==> config.mk <==
export PLATFORM = sky130hd
export DESIGN_NAME = dsp_file_arbiter
export DESIGN_NICKNAME = d
export VERILOG_FILES = /design/src/rtl/dsp_file_arbiter.sv
export SDC_FILE = /design/constraint.sdc
export NUM_CORES = 1
export LEC_CHECK = 0
export ABC_AREA = 0
export CORE_ASPECT_RATIO = 0.5
export CORE_MARGIN = 2
export CORE_UTILIZATION = 30
export CTS_CLUSTER_SIZE = 12
export DETAILED_ROUTE_END_ITERATION = 10
export DONT_BUFFER_PORTS = 1
export PLACE_DENSITY = 0.42
export SYNTH_ARGS = -nofsm -noshare
export SYNTH_HDL_FRONTEND = slang
export SYNTH_SLANG_ARGS = --single-unit
export TNS_END_PERCENT = 20
==> constraint.sdc <==
create_clock -name wb_clk -period 2.3 [get_ports wb_clk]
set_clock_uncertainty 0.1 [all_clocks]
set_input_delay 0.46 -clock wb_clk [delete_from_list [all_inputs] [get_ports wb_clk]]
set_output_delay 0.46 -clock wb_clk [all_outputs]
set_load 0.02 [all_outputs]
==> src/rtl/dsp_file_arbiter.sv <==
// dsp_file_arbiter: round-robin arbiter that serialises equation-engine file
// transactions onto the single DSP file-I/O port.
module dsp_file_arbiter #(
  parameter int unsigned NREQ    = 4,
  parameter int unsigned dw      = 32,
  parameter int unsigned TIMEOUT = 1024
) (
  input  logic                 wb_clk,
  input  logic                 wb_rst_n,
  input  logic [NREQ-1:0]      req_read,
  input  logic [NREQ-1:0]      req_write,
  input  logic [8*NREQ-1:0]    req_num,
  input  logic [dw*NREQ-1:0]   req_wdata,
  output logic [NREQ-1:0]      req_ack,
  output logic [NREQ-1:0]      req_error,
  output logic [dw-1:0]        req_rdata,
  output logic [NREQ-1:0]      grant,
  output logic                 busy,
  output logic [7:0]           file_num,
  output logic                 file_read,
  output logic                 file_write,
  output logic [dw-1:0]        file_write_data,
  input  logic [dw-1:0]        file_read_data,
  input  logic                 file_active
);

  localparam int unsigned IW = (NREQ > 1) ? $clog2(NREQ) : 1;
  localparam int unsigned CW = $clog2(TIMEOUT + 1);
  localparam logic [CW-1:0] CNT_LAST = CW'(TIMEOUT - 1);
  localparam logic [IW-1:0] IDX_LAST = IW'(NREQ - 1);

  typedef enum logic [2:0] {
    IDLE        = 3'd0,
    ISSUE       = 3'd1,
    WAIT_ACTIVE = 3'd2,
    WAIT_DONE   = 3'd3,
    ACK         = 3'd4
  } state_t;

  state_t          state_q, state_d;
  logic [IW-1:0]   idx_q, idx_d;
  logic [IW-1:0]   last_q, last_d;
  logic [IW-1:0]   sel, cand;
  logic            found;
  logic            wr_q, wr_d;
  logic            err_q, err_d;
  logic [CW-1:0]   cnt_q, cnt_d;
  logic [7:0]      num_d;
  logic [dw-1:0]   wdata_d, rdata_d;
  logic [NREQ-1:0] pend, onehot_d;
  logic [7:0]      sel_num;
  logic [dw-1:0]   sel_wdata;

  assign pend      = req_read | req_write;
  assign sel_num   = req_num[32'(sel)*8 +: 8];
  assign sel_wdata = req_wdata[32'(sel)*dw +: dw];
  assign onehot_d  = NREQ'(1) << idx_d;

  // Round-robin pick: first pending index above the last grant, wrapping.
  always_comb begin
    found = 1'b0;
    sel   = '0;
    cand  = '0;
    for (int unsigned k = 1; k <= NREQ; k++) begin
      cand = IW'((32'(last_q) + k) % NREQ);
      if (!found && pend[cand]) begin
        found = 1'b1;
        sel   = cand;
      end
    end
  end

  // Next-state and datapath decisions.
  always_comb begin
    state_d = state_q;
    idx_d   = idx_q;
    last_d  = last_q;
    wr_d    = wr_q;
    err_d   = err_q;
    cnt_d   = cnt_q;
    num_d   = file_num;
    wdata_d = file_write_data;
    rdata_d = req_rdata;
    case (state_q)
      IDLE: begin
        err_d = 1'b0;
        cnt_d = '0;
        if (found) begin
          idx_d   = sel;
          wr_d    = req_write[sel];
          num_d   = sel_num;
          wdata_d = sel_wdata;
          if (req_read[sel] && req_write[sel]) begin
            err_d   = 1'b1;
            state_d = ACK;
          end else begin
            state_d = ISSUE;
          end
        end
      end
      ISSUE: begin
        cnt_d   = '0;
        state_d = WAIT_ACTIVE;
      end
      WAIT_ACTIVE: begin
        if (cnt_q == CNT_LAST) begin
          err_d   = 1'b1;
          state_d = ACK;
        end else begin
          cnt_d = cnt_q + CW'(1);
          if (file_active) state_d = WAIT_DONE;
        end
      end
      WAIT_DONE: begin
        // Completion wins over a timeout landing in the same cycle.
        if (!file_active) begin
          if (!wr_q) rdata_d = file_read_data;
          state_d = ACK;
        end else if (cnt_q == CNT_LAST) begin
          err_d   = 1'b1;
          state_d = ACK;
        end else begin
          cnt_d = cnt_q + CW'(1);
        end
      end
      ACK: begin
        last_d  = idx_q;
        cnt_d   = '0;
        state_d = IDLE;
      end
      default: state_d = IDLE;
    endcase
  end

  // State and registered outputs, the latter decoded from the next state.
  always_ff @(posedge wb_clk or negedge wb_rst_n) begin
    if (!wb_rst_n) begin
      state_q         <= IDLE;
      idx_q           <= '0;
      last_q          <= IDX_LAST;
      wr_q            <= 1'b0;
      err_q           <= 1'b0;
      cnt_q           <= '0;
      grant           <= '0;
      busy            <= 1'b0;
      file_read       <= 1'b0;
      file_write      <= 1'b0;
      req_ack         <= '0;
      req_error       <= '0;
      file_num        <= '0;
      file_write_data <= '0;
      req_rdata       <= '0;
    end else begin
      state_q         <= state_d;
      idx_q           <= idx_d;
      last_q          <= last_d;
      wr_q            <= wr_d;
      err_q           <= err_d;
      cnt_q           <= cnt_d;
      grant           <= (state_d != IDLE) ? onehot_d : '0;
      busy            <= (state_d != IDLE);
      file_read       <= (state_d == ISSUE) && !wr_d;
      file_write      <= (state_d == ISSUE) && wr_d;
      req_ack         <= (state_d == ACK) ? onehot_d : '0;
      req_error       <= (state_d == ACK && err_d) ? onehot_d : '0;
      file_num        <= num_d;
      file_write_data <= wdata_d;
      req_rdata       <= rdata_d;
    end
  end

endmodule

# Word-level counts from Yosys, hierarchy flattened
# Cells that the tools add are included.
# word_totals
reg_bits	107
inputBits	203
output_inout_bits	87
# classes
n_reduce_logical	18
n_addsub	5
n_bitwise	3
n_lt_le_gt_ge	5
n_shift	3
eq_ne	8
mux	42
# ops
cell	count
$shiftx 128x8->32	1
$pmux 11 s3	1
$shiftx 32x6->8	1
$mux 11	2
$mux 3	6
$mux 1	16
$lt 2x3->1 const B	5
$bmux 1 s2	6
$mux 2	6
$mux 4	3
$pmux 3 s4	1
$add 11x1->11 const B	1
$eq 11x10->1 const B	1
$logic_and 1x1->1	7
$eq 3x1->1 const B	2
$eq 3x2->1 const B	2
$eq 3x3->1 const B	2
$reduce_bool 3->1	2
$add 2x1->2 const B	2
$add 2x2->2 const B	2
$logic_not 1->1	4
$or 4x4->4	1
$reduce_and 2->1	2
$shl 1x2->4 const A	1
other kinds (6)	7

# Logic depth before layout (Yosys ltp)
# Gate-level depths: netlist (run 1).
# logic_depth
word_depth	22
depth_mapped	8
mapped_depth_nobuf	6

# Worst setup path after synthesis (run 1)
# No wires, ideal clock.
# synth_path
path_kind	input to register
start	in req_read[1]
end	reg file_num[7]
required_time_ns	2.074
t_arrival_ns	2.391
setup_ns	0.126
path_stages	7
slack_ns	-0.317
n_path_buf	2
cell_sequence	or4_1 clkbuf_1 a32o_1 nor2_4 buf_4 mux2_2 a221o_1
# synth_via
elab_chain_cells	14
# synth_lines
element	line_no	text
from (decl)	10	input logic [NREQ-1:0] req_read,
$or 4x4->4 (*)	54	assign pend = req_read | req_write;
$bmux 1 s2	66	if (!found && pend[cand]) begin
$mux 1 (implied by the code)	66	
$mux 1	66	
$logic_not 1->1	66	
$logic_and 1x1->1	66	
$mux 1	66	
$logic_not 1->1	66	
$logic_and 1x1->1	66	
$mux 1	66	
$logic_not 1->1	66	
$logic_and 1x1->1	66	
$mux 2 or $mux 1 (tied branches)	66	
$shiftx 32x6->8 or $reduce_and 2->1 (tied branches)	--	
to (signal assigned)	166	file_num <= num_d;
to (decl)	19	output logic [7:0] file_num,
# Mark *: on every way between the ends. The rest lies on a longest branch, timed or not. The select of a mux whose other input is x is not followed.
# A chain may end at the register's enable or synchronous reset.

# Worst setup path in the final report (run 1)
# layout_path
start	in req_read[1]
end	reg file_write_data[0]
# layout_via
elab_chain_cells	14
# layout_lines
element	line_no	text
$or 4x4->4 (*)	54	
$bmux 1 s2	66	
$mux 1 (implied by the code)	66	
$mux 1	66	
$logic_not 1->1	66	
$logic_and 1x1->1	66	
$mux 1	66	
$logic_not 1->1	66	
$logic_and 1x1->1	66	
$mux 1	66	
$logic_not 1->1	66	
$logic_and 1x1->1	66	
$mux 2 or $mux 1 (tied branches)	66	
$shiftx 128x8->32 or $reduce_and 2->1 (tied branches)	--	
to (signal assigned)	167	file_write_data <= wdata_d;
to (decl)	22	output logic [dw-1:0] file_write_data,
# Marked as above.

==> metrics.md, run 1 <==
| Metric | Value |
|---|---|
| Max IR drop VDD | 517 uV |
| Mapped Area | 5780 sq um |
| H-tree Lvls | 3 |
| Comb pwr share | 45.8% |
| Syn Inst Count | 541 |
| WL/cell | 21.6 um |
| TritonCTS clock tree | yes |
| Relative slew margins | 52.3% |
| Worst hold slack | -0.302 ns |
| Fin. max-slew vios | 0 |
| Delay of the slowest critical-path stage | 0.55 ns |
| Crit start category | input port |
| Synthesized Nets | 745 |
| Outcome | complete, but fails checks |
| Fin cells | 822 |
| Clock sinks | 107 |
| Register share of total power | 39.6% |
| Part of the cycle the worst path needs | 98.6% |
| # fillers | 1,918 |
| Placed cell areas | 6440 sq um |
| DRC | 0 |
| Power Dens Cells | 1520 nW/um^2 |
| Worst Setup Slack, final | 0.0316 ns |
| Critical path's slowest cell | or4_1 |
| P_int | 5.75 mW |
| Design Area, Final | 6820 sq um |
| Die span in x | 200 um |
| Standard-cell rows | 35 |
| Nets | 762 |
| Area delta synth->final | 18.0% |
| Max-cap viol count | 0 |
| Slew @ Worst Pin | 0.716 ns |
| Register Area | 2680 sq um |
| Cells on worst reg2reg path | 6 |
| Switch share | 44.4% |
| Clock tree buffer depth | 2 |
| Register area share after synthesis | 46.4% |
| Iter 0 DRT Violations | 323 |
| Vias | 4,589 |
| Die ar. | 20,500 sq um |
| Synth warn | 0 |
| Starting Density | 31.0% |
| Initial antenna violation count | 0 |
| CTS Root Cell | clkbuf_16 |
| Via density | 5.58 |
| Most frequent cells in the layout | 105 x dfrtp_1, 71 x mux2_2, 51 x o21ai_0 |
| Core area | 18,700 sq um |
| Leak | 2.70 nW |
| CP delay by family, top | simple AND/OR/NAND/NOR gates |
| DP Wirelength | 12,900 um |
| Pre-antenna DRT Iters | 5 |
| Crit path depth | 6 |
| Final Hold Viols | 107 |
| Multi-input logic area | 2950 sq um |
| Violated checks | negative hold slack |
| Routed WL | 17,800 um |
| Clock power frac | 14.6% |
| GRT Overall Usage | 16.5% |
| Clock transition at path regs | 0.07 ns |
| Core Util, Final | 36.6% |
| Synth Register Bits | 107 |
| Distinct cells, synth | 53 |
| Post-synth top flop | dfrtp_1 |
| Crit. Startpoint | req_read[1] |
| CP cell instances | or4_1, a32o_2, nor2_4, buf_12, mux2_2, a221o_1 |
| Io pins | 290 |
| Layout cells sized above 1 | 28.8% |
| Endpoints failing setup | 0 |
| CTS buffer count | 9 |
| Internal reg-to-reg setup slack | 0.08 ns |
| Setup slack at placement | -0.298 ns |
| Vias in the first global route | 4,460 |
| Hold Crit Class | in2async |
| Worst Path Required | 2.44 ns |
| Number of enable flip-flop cells after synthesis | 0 |
| Routability Congestion | 0.739 |
| Async S/R FF share, synth | 100% |
| Routed Antenna Nets | 0 |
| Minimum clock period | 2.27 ns |
| Die Height | 102 um |
| Largest net degree at the start of global routing | 108 |
| Fmax | 0.441 GHz |
| First-pass GRT wire length | 26,200 um |
| Critical path type | in2reg |
| # diodes | 0 |
| Port Buffers | 0 |
| Crit end category | flop |
| Worst Path Arrival | 2.41 ns |
| Most common cell after layout, fill and taps aside | dfrtp_1 |
| Reg-to-Reg Start | last_q[1] |
| Skew-Pair Late Insertion Delay | 0.35 ns |
| Mean Syn Cell Area | 10.7 sq um |
| Critical path buffers and inverters | 1 |
| CP max FO | 23 |
| Total congestion overflow | 0 |
| DP Cell Count | 804 |
| P_sw | 4.59 mW |
-- synthesized netlist by cell type (all sizes together) (3+ instances only) --
| library cell | number | area (sq um) |
|---|---|---|
| or3 | 4 | 25.0 |
| a211oi | 42 | 315 |
| a221o | 42 | 420 |
| buf | 12 | 71.3 |
| clkbuf | 35 | 131 |
| o21ai | 54 | 270 |
| nor3 | 5 | 25.0 |
| or2 | 4 | 25.0 |
| nor2 | 23 | 93.8 |
| nand2 | 14 | 60.1 |
| xor2 | 4 | 35.0 |
| inv | 4 | 15.0 |
| o21a | 6 | 45.0 |
| dfrtp | 105 | 2630 |
| a21oi | 9 | 45.0 |
| o211ai | 3 | 22.5 |
| or4 | 6 | 48.8 |
| nand4 | 8 | 50.1 |
| mux2 | 75 | 848 |
| nand3 | 50 | 250 |
-- cell families after synthesis --
family,synth area share (%)
AOI/OAI and AO/OA,22.7
xor gates and xnor gates,0.758
adders and majority gates,0.216
buffers and inverters,3.77
DFF,46.4
muxes,14.7
and+or+nand+nor,11.5
-- flip-flops by register name (all words and copies together), names as in the netlist, 3 cells and up --
signal           cells
file_write_data     32
req_rdata           32
cnt_q               11
file_num             8
grant                4
req_ack              4
req_error            4
state_q              3
-- final timing paths --
check,end
max,file_write_data[0]
min,file_write_data[16]
max reg2reg,state_q[2]
min reg2reg,cnt_q[10]
max in group asynchronous,last_q[1]
min in group wb_clk,req_rdata[12]
-- power groups by stage --
stage | clock network (mW) | registers, mW | logic (mW)
finish | 1.51 | 4.09 | 4.73
detailed placement | 0 | 4.13 | 4.61
global placement | 0 | 4.15 | 4.55
CTS | 1.59 | 4.11 | 4.64
global route | 1.66 | 4.19 | 5.17
floorplan | 0 | 3.91 | 3.21
-- through the flow --
| stage | setup TNS, ns | power [mW] |
|---|---|---|
| 6_report | 0 | 10.3 |
| 5_1_grt | -0.000380 | 11.0 |
| 4_1_cts | 0 | 10.3 |
| 3_5_place_dp | -10.83 | 8.74 |
| 3_3_place_gp | -10.82 | 8.71 |
| 2_1_floorplan | -10.50 | 7.12 |
-- layer usage --
metal  wire, um  GRT usage, %
met3       1050          4.69
met1       8130          22.2
met2       8500          26.7
met5          0             0
met4        106          3.53
-- layout make-up --
class	count	area share [%]
Timing Repair Buffer	53	8.26
Clock buffer	10	3.36
Inverter	4	0.220
Sequential cell	107	39.3
Clock inverter	6	0.826
Multi-Input combinational cell	383	43.3
Tap cell	259	4.75
-- repair_timing --
| item | 4_1_cts | 5_1_grt |
|---|---|---|
| gates resized for setup | 6 | 9 |
| setup endpoints to repair | 30 | 26 |
| endpoints found under the hold margin | 107 | 107 |
| cloned | 0 | 1 |
| pin swaps | 1 | 1 |
| setup buffers | 0 | 1 |
No activity file was read; power rests on OpenSTA's default activity.
==> run 2, diff against run 1 <==
- ABC_AREA: 0 -> 1
- GPL_TIMING_DRIVEN: unset -> 0
- SETUP_SLACK_MARGIN: unset -> 0.15
==> metrics.md, run 2 <==
| Metric | Value |
|---|---|
| Max-cap viol count | 0 (unchanged) |
| Layout cells sized above 1 | 27.2% (-1.6 points) |
| Comb pwr share | 59.0% (+13 points) |
| Yosys top cell area share | 45.9% (+0.49 points) |
| Total congestion overflow | 0 (unchanged) |
| Slew @ Worst Pin | 0.587 ns (-0.129 ns) |
| Part of the cycle the worst path needs | 104% (+5.7 points) |
| Crit start category | flop |
| # diodes | 0 (unchanged) |
| Internal reg-to-reg setup slack | -0.1 ns (-0.18 ns) |
| Leak | 2.94 nW (+9.0%) |
| DRC | 0 (unchanged) |
| Nets | 880 (+15%) |
| Io pins | 290 (unchanged) |
| CTS Root Cell | clkbuf_16 |
| Worst Path Arrival | 2.50 ns (+0.09 ns) |
| Post-synthesis adder-cell area fraction | 0.219% (+0.0023 points) |
| H-tree Lvls | 3 (unchanged) |
| Core area | 18,500 sq um (-0.70%) |
| Most common cell after layout, fill and taps aside | nor2_1 |
| GRT Overall Usage | 19.2% (+2.8 points) |
| Minimum clock period | 2.40 ns (+0.131 ns) |
| Core Util, Final | 37.2% (+0.68 points) |
| Port Buffers | 0 (unchanged) |
| Fmax | 0.417 GHz (-5.5%) |
| Vias | 4,789 (+4.4%) |
| Synth Area in XOR/XNOR | 0% (-0.76 points) |
| DP Wirelength | 14,700 um (+14%) |
| Mapped Area | 5720 sq um (-1.1%) |
| Cells on worst reg2reg path | 13 (+7) |
| Hold Crit Class | in2async |
| Register share of total power | 29.8% (-9.8 points) |
| CP max FO | 10 (-57%) |
| Most common cell in the netlist | nor2_1 |
| Power Dens Cells | 2060 nW/um^2 (+36%) |
| Worst R2R End | file_num[0] |
| TritonCTS clock tree | yes |
| Synth warn | 0 (unchanged) |
| Routed Antenna Nets | 0 (unchanged) |
| Clock tree buffer depth | 2 (unchanged) |
| Largest cells by area after synthesis | dfrtp_1 46%, nor2_1 8.3%, mux2_2 6.3% |
| Standard-cell rows | 35 (unchanged) |
| Outcome | complete, but fails checks |
| Worst Setup Slack, final | -0.0999 ns (-0.131 ns) |
| Syn Inst Count | 654 (+21%) |
| Reg-to-Reg Start | last_q[0] |
| Largest family of logic cells by synthesized area | simple AND/OR/NAND/NOR gates |
| Largest net degree at the start of global routing | 108 (unchanged) |
| Starting Density | 30.9% (-0.11 points) |
| Clock sinks | 107 (unchanged) |
| Synth Register Bits | 107 (unchanged) |
| P_int | 7.09 mW (+23%) |
| Mean Syn Cell Area | 8.75 sq um (-18%) |
| Final Hold Viols | 107 (unchanged) |
| Mux contribution to synthesized area | 6.30% (-8.4 points) |
| Crit end category | flop |
| Post-synth top flop | dfrtp_1 |
| Switch share | 50.2% (+5.8 points) |
| Via density | 5.10 (-8.6%) |
| Top flop regs | file_write_data: 32 flops, req_rdata: 32 flops, cnt_q: 11 flops |
| # fillers | 1,883 (-1.8%) |
| Worst hold slack | -0.307 ns (-0.00464 ns) |
| Initial antenna violation count | 0 (unchanged) |
| Yosys top cell by area | dfrtp_1 |
| Synthesized Nets | 858 (+15%) |
| Async S/R FF share, synth | 100% (unchanged) |
| Skew-Pair Late Insertion Delay | 0.35 ns (about the same) |
| Violated checks | negative hold slack, negative setup slack |
| Max IR drop VDD | 750 uV (+45%) |
| Routability Congestion | 0.877 (+19%) |
| Area delta synth->final | 20.6% |
| P_sw | 7.13 mW (+56%) |
| Register area share after synthesis | 46.9% (+0.50 points) |
| Clock power frac | 11.1% (-3.5 points) |
| Power Total | 14.2 mW (+38%) |
| Die ar. | 20,300 sq um (-1.0%) |
| Post-synth top cells | 126 x nor2_1, 105 x dfrtp_1, 77 x nand2_1 |
| Number of enable flip-flop cells after synthesis | 0 (unchanged) |
| Setup slack at placement | -0.370 ns (-0.0719 ns) |
| Die span in x | 199 um (-0.52%) |
| First-pass GRT wire length | 28,900 um (+11%) |
| Relative slew margins | 60.9% (+8.6 points) |
| Die Height | 102 um (-0.51%) |
| Routed WL | 19,400 um (+8.8%) |
| Compound-Gate Fraction of Synth Area | 17.1% (-5.6 points) |
| Vias in the first global route | 4,906 (+10%) |
| Worst Path Required | 2.40 ns (-0.04 ns) |
| Area share of and/or/nand/nor cells after synthesis | 23.1% (+12 points) |
| Distinct cells, synth | 38 (-28%) |
| Fin. max-slew vios | 0 (unchanged) |
| CTS buffer count | 9 (unchanged) |
| Endpoints failing setup | 55 (+55) |
| Pre-antenna DRT Iters | 5 (unchanged) |
| Critical path type | reg2reg |
| WL/cell | 20.6 um (-4.7%) |
| RSZ-0062 raised after global routing | true |
| Most frequent cells in the layout | 117 x nor2_1, 105 x dfrtp_1, 55 x nand2_1 |
| Iter 0 DRT Violations | 288 (-11%) |
| Clock transition at path regs | 0.07 ns (about the same) |
[run 2: cell types whose count changed in the layout (fill, tap and decap cells not counted), sizes merged, moves of 10 or more]
cell,change
o221ai,+28
nor2,+107
a31oi,+12
buf,-17
a221o,-42
a211oi,-41
clkbuf,+11
mux2,-43
nand3,-23
o21bai,+13
o21ai,+24
inv,+35
or2,+10
nand2,+82
[run 2: power by group through the flow]
stage / logic (mW) / clock network, mW / registers (mW)
floorplan: 5.12 / 0 / 4.02
global placement: 6.78 / 0 / 4.30
detailed placement: 6.86 / 0 / 4.28
CTS: 7.98 / 1.63 / 4.26
global route: 9.36 / 1.71 / 4.34
finish: 8.39 / 1.58 / 4.24
[run 2: cells by family after synthesis]
group	count (synthesis)
simple gates	283
compound gates	155
buf+inv	76
fa+ha+maj	1
flops	107
mux	32
[run 2: layout make-up]
cell class / instances / area (sq um) / share of cell area [%]
flip-flops and latches: 107 / 2680 / 38.9
clock inverters: 5 / 62.6 / 0.907
plain buffers: 36 / 364 / 5.28
multi-input cells: 471 / 2950 / 42.8
inverters: 40 / 160 / 2.32
well taps: 259 / 324 / 4.70
clock buffers: 10 / 229 / 3.32
repair buffers: 11 / 128 / 1.85
[run 2: through the flow]
| step | instances | cell area [sq um] | TNS (ns) | hold WS (ns) |
|---|---|---|---|---|
| after floorplan | 654 | 5720 | 0 | 0.0644 |
| after global placement | 913 | 6050 | -10.91 | 0.0666 |
| after detailed placement | 913 | 6050 | -12.32 | 0.0672 |
| after CTS | 936 | 6680 | -3.34 | -0.321 |
| after global routing | 939 | 6900 | -11.37 | -0.331 |
| final | 939 | 6900 | -3.03 | -0.307 |
[run 2: critical path: stages, from the launching register on]
cell and delay, ns:
dfstp_2 0.54, buf_8 0.14, inv_8 0.05, nand2_2 0.10, nand3_2 0.10, nand2_2 0.09, nand2_2 0.07, nand3_2 0.12
nand3_4 0.14, buf_8 0.18, clkbuf_8 0.16, or2_0 0.19, o21ai_1 0.11, o221ai_1 0.14
[run 2: per-layer routing]
layer	share of wire (%)	GRT usage, %	up-vias
li1	-	-	2267
met1	42	24.4	2351
met2	50	31.7	150
met3	7.0	6.23	21
met4	1.5	5.51	0
met5	0	0	-
[run 2: how the worst max path moves through the flow]
| stage | from | endpoint | slack, ns |
|---|---|---|---|
| 6_report | last_q[0] | file_num[0] | -0.1 |
| 5_1_grt | last_q[0] | grant[0] | -0.26 |
| 4_1_cts | last_q[0] | grant[0] | -0.12 |
| 3_5_place_dp | last_q[0] | file_write_data[8] | -0.37 |
| 3_3_place_gp | last_q[0] | file_write_data[8] | -0.33 |
| 2_1_floorplan | last_q[0] | file_num[7] | 0.14 |
[run 2: timing repair]
action / in CTS / in global routing
cloned: 1 / 0
endpoints found under the hold margin: 107 / 107
endpoints found under the setup margin: 64 / 65
gates resized for setup: 91 / 54
buffers inserted: 7 / 3
pin swaps: 13 / 10
==> run 3, diff against run 2 <==
- CTS_BUF_LIST: unset -> sky130_fd_sc_hd__clkbuf_4 sky130_fd_sc_hd__clkbuf_8 sky130_fd_sc_hd__clkbuf_16
==> metrics.md, run 3 (synthesized netlist as in run 2, its figures left out) <==
| Metric | Value |
|---|---|
| Clock transition at path regs | 0.07 ns (about the same) |
| Reg-to-Reg Start | last_q[0] |
| Setup slack at placement | -0.370 ns (unchanged) |
| Port Buffers | 0 (unchanged) |
| Area delta synth->final | 20.7% (about the same) |
| Skew-Pair Late Insertion Delay | 0.35 ns (about the same) |
| Power Dens Cells | 2060 nW/um^2 (about the same) |
| Clock tree buffer depth | 2 (unchanged) |
| DP Cell Count | 913 (unchanged) |
| Violated checks | negative hold slack, negative setup slack |
| Power Total | 14.2 mW (about the same) |
| Nets | 880 (unchanged) |
| Clock sinks | 107 (unchanged) |
| Crit. Startpoint | last_q[0] |
| Largest net degree at the start of global routing | 108 (unchanged) |
| Die ar. | 20,300 sq um (unchanged) |
| Final Hold Viols | 107 (unchanged) |
| Via density | 5.08 (-0.35%) |
| Multi-input logic area | 2950 sq um (unchanged) |
| Layout cells sized above 1 | 27.4% (+0.15 points) |
| Register share of total power | 29.8% (about the same) |
| Critical path type | reg2reg |
| Minimum clock period | 2.40 ns (-0.000929 ns) |
| Hold Crit Class | in2async |
| GRT Overall Usage | 19.2% (unchanged) |
| End of the critical path | file_num[0] |
| Internal reg-to-reg setup slack | -0.1 ns (about the same) |
| TritonCTS clock tree | yes |
| Switch share | 50.1% (-0.057 points) |
| DP Wirelength | 14,700 um (unchanged) |
| First-pass GRT wire length | 28,900 um (unchanged) |
| Die span in x | 199 um (unchanged) |
| DRC | 0 (unchanged) |
| Worst R2R End | file_num[0] |
| Starting Density | 30.9% (unchanged) |
| Iter 0 DRT Violations | 286 (-0.69%) |
| Initial antenna violation count | 0 (unchanged) |
| P_sw | 7.13 mW (about the same) |
| Leak | 2.95 nW (+0.12%) |
| Total congestion overflow | 0 (unchanged) |
| Routability Congestion | 0.877 (unchanged) |
| Worst Setup Slack, final | -0.0989 ns (+0.000928 ns) |
| # fillers | 1,884 (+0.053%) |
| Standard-cell rows | 35 (unchanged) |
| Fin cells | 939 (unchanged) |
| Crit start category | flop |
| Pre-antenna DRT Iters | 4 (-1) |
| Vias in the first global route | 4,906 (unchanged) |
| Part of the cycle the worst path needs | 104% (about the same) |
| Max-cap viol count | 0 (unchanged) |
| Fin. max-slew vios | 0 (unchanged) |
| CP max FO | 10 (unchanged) |
| P_int | 7.10 mW (+0.17%) |
| Top flop regs | file_write_data: 32 flops, req_rdata: 32 flops, cnt_q: 11 flops |
| Register Area | 2680 sq um (unchanged) |
| Worst Path Required | 2.40 ns (about the same) |
| Relative slew margins | 60.9% (unchanged) |
| Routed WL | 19,300 um (about the same) |
| Cells on worst reg2reg path | 13 (unchanged) |
| Die Height | 102 um (unchanged) |
| Vias | 4,772 (-0.35%) |
| Most common cell after layout, fill and taps aside | nor2_1 |
| Io pins | 290 (unchanged) |
| Routed Antenna Nets | 0 (unchanged) |
| Worst Path Arrival | 2.50 ns (about the same) |
| Outcome | complete, but fails checks |
| Crit end category | flop |
| Worst hold slack | -0.307 ns (+0.000109 ns) |
| Endpoints failing setup | 55 (unchanged) |
| Max IR drop VDD | 750 uV (about the same) |
| Clock power frac | 11.2% (about the same) |
| CTS Root Cell | clkbuf_16 |
| Core Util, Final | 37.3% (about the same) |
| # diodes | 0 (unchanged) |
| WL/cell | 20.6 um (about the same) |
| Comb pwr share | 59.0% (about the same) |
| Core area | 18,500 sq um (unchanged) |
| CTS buffer count | 9 (unchanged) |
| Slew @ Worst Pin | 0.587 ns (unchanged) |
| RSZ-0062 raised after global routing | true |
| Most frequent cells in the layout | 117 x nor2_1, 105 x dfrtp_1, 55 x nand2_1 |
| H-tree Lvls | 3 (unchanged) |
| Fmax | 0.417 GHz (about the same) |
run 3: metal layers:
layer	vias up	GRT usage [%]	part of all wire, %	routed length, um
met1	2341	24.4	42	8150
met4	0	5.51	1.5	287
met2	144	31.7	49	9570
met3	19	6.23	6.9	1340
met5	-	0	0	0
li1	2268	-	-	-
run 3: repair_timing:
item / 4_1_cts / 5_1_grt
buffers inserted: 7 / 3
gates resized for setup: 91 / 54
pin swaps: 13 / 10
gates cloned: 1 / 0
endpoints found under the setup margin: 64 / 65
endpoints found under the hold margin: 107 / 107
run 3: worst min-delay path by stage:
stage	startpoint	end	slack (ns)	depth (start not counted)
5_1_grt	wb_rst_n	file_num[7]	-0.33	0
3_3_place_gp	wb_rst_n	file_num[7]	0.07	0
2_1_floorplan	wb_rst_n	busy	0.06	0
4_1_cts	wb_rst_n	file_num[7]	-0.32	0
6_report	wb_rst_n	file_num[7]	-0.31	0
3_5_place_dp	wb_rst_n	file_num[7]	0.07	0
run 3: cell type report:
class	instances	share of cell area, %
tap	259	4.70
clock buffer	10	3.37
clock inverter	5	0.906
sequential	107	38.8
timing repair buffer	11	1.85
multi-input combinational	471	42.7
buffer	36	5.28
inverter	40	2.32
run 3: power groups by stage:
stage	combinational, mW	sequential, mW	clock [mW]
finish	8.39	4.24	1.60
global route	9.36	4.34	1.72
CTS	7.98	4.26	1.64
detailed placement	6.86	4.28	0
global placement	6.78	4.30	0
floorplan	5.12	4.02	0
run 3: worst max-delay path, cell delays in order (launching register included):
cell and delay, ns:
dfstp_2 0.54, buf_8 0.14, inv_8 0.05, nand2_2 0.10
nand3_2 0.10, nand2_2 0.09, nand2_2 0.07, nand3_2 0.12
nand3_4 0.14, buf_8 0.18, clkbuf_8 0.16, or2_0 0.19
o21ai_1 0.11, o221ai_1 0.14
run 3: through the flow:
stage | cell area (sq um) | TNS [ns] | hold WS (ns)
final | 6900 | -3.02 | -0.307
after global routing | 6900 | -11.38 | -0.331
after CTS | 6690 | -3.34 | -0.321
after detailed placement | 6050 | -12.32 | 0.0672
after global placement | 6050 | -10.91 | 0.0666
after floorplan | 5720 | 0 | 0.0644
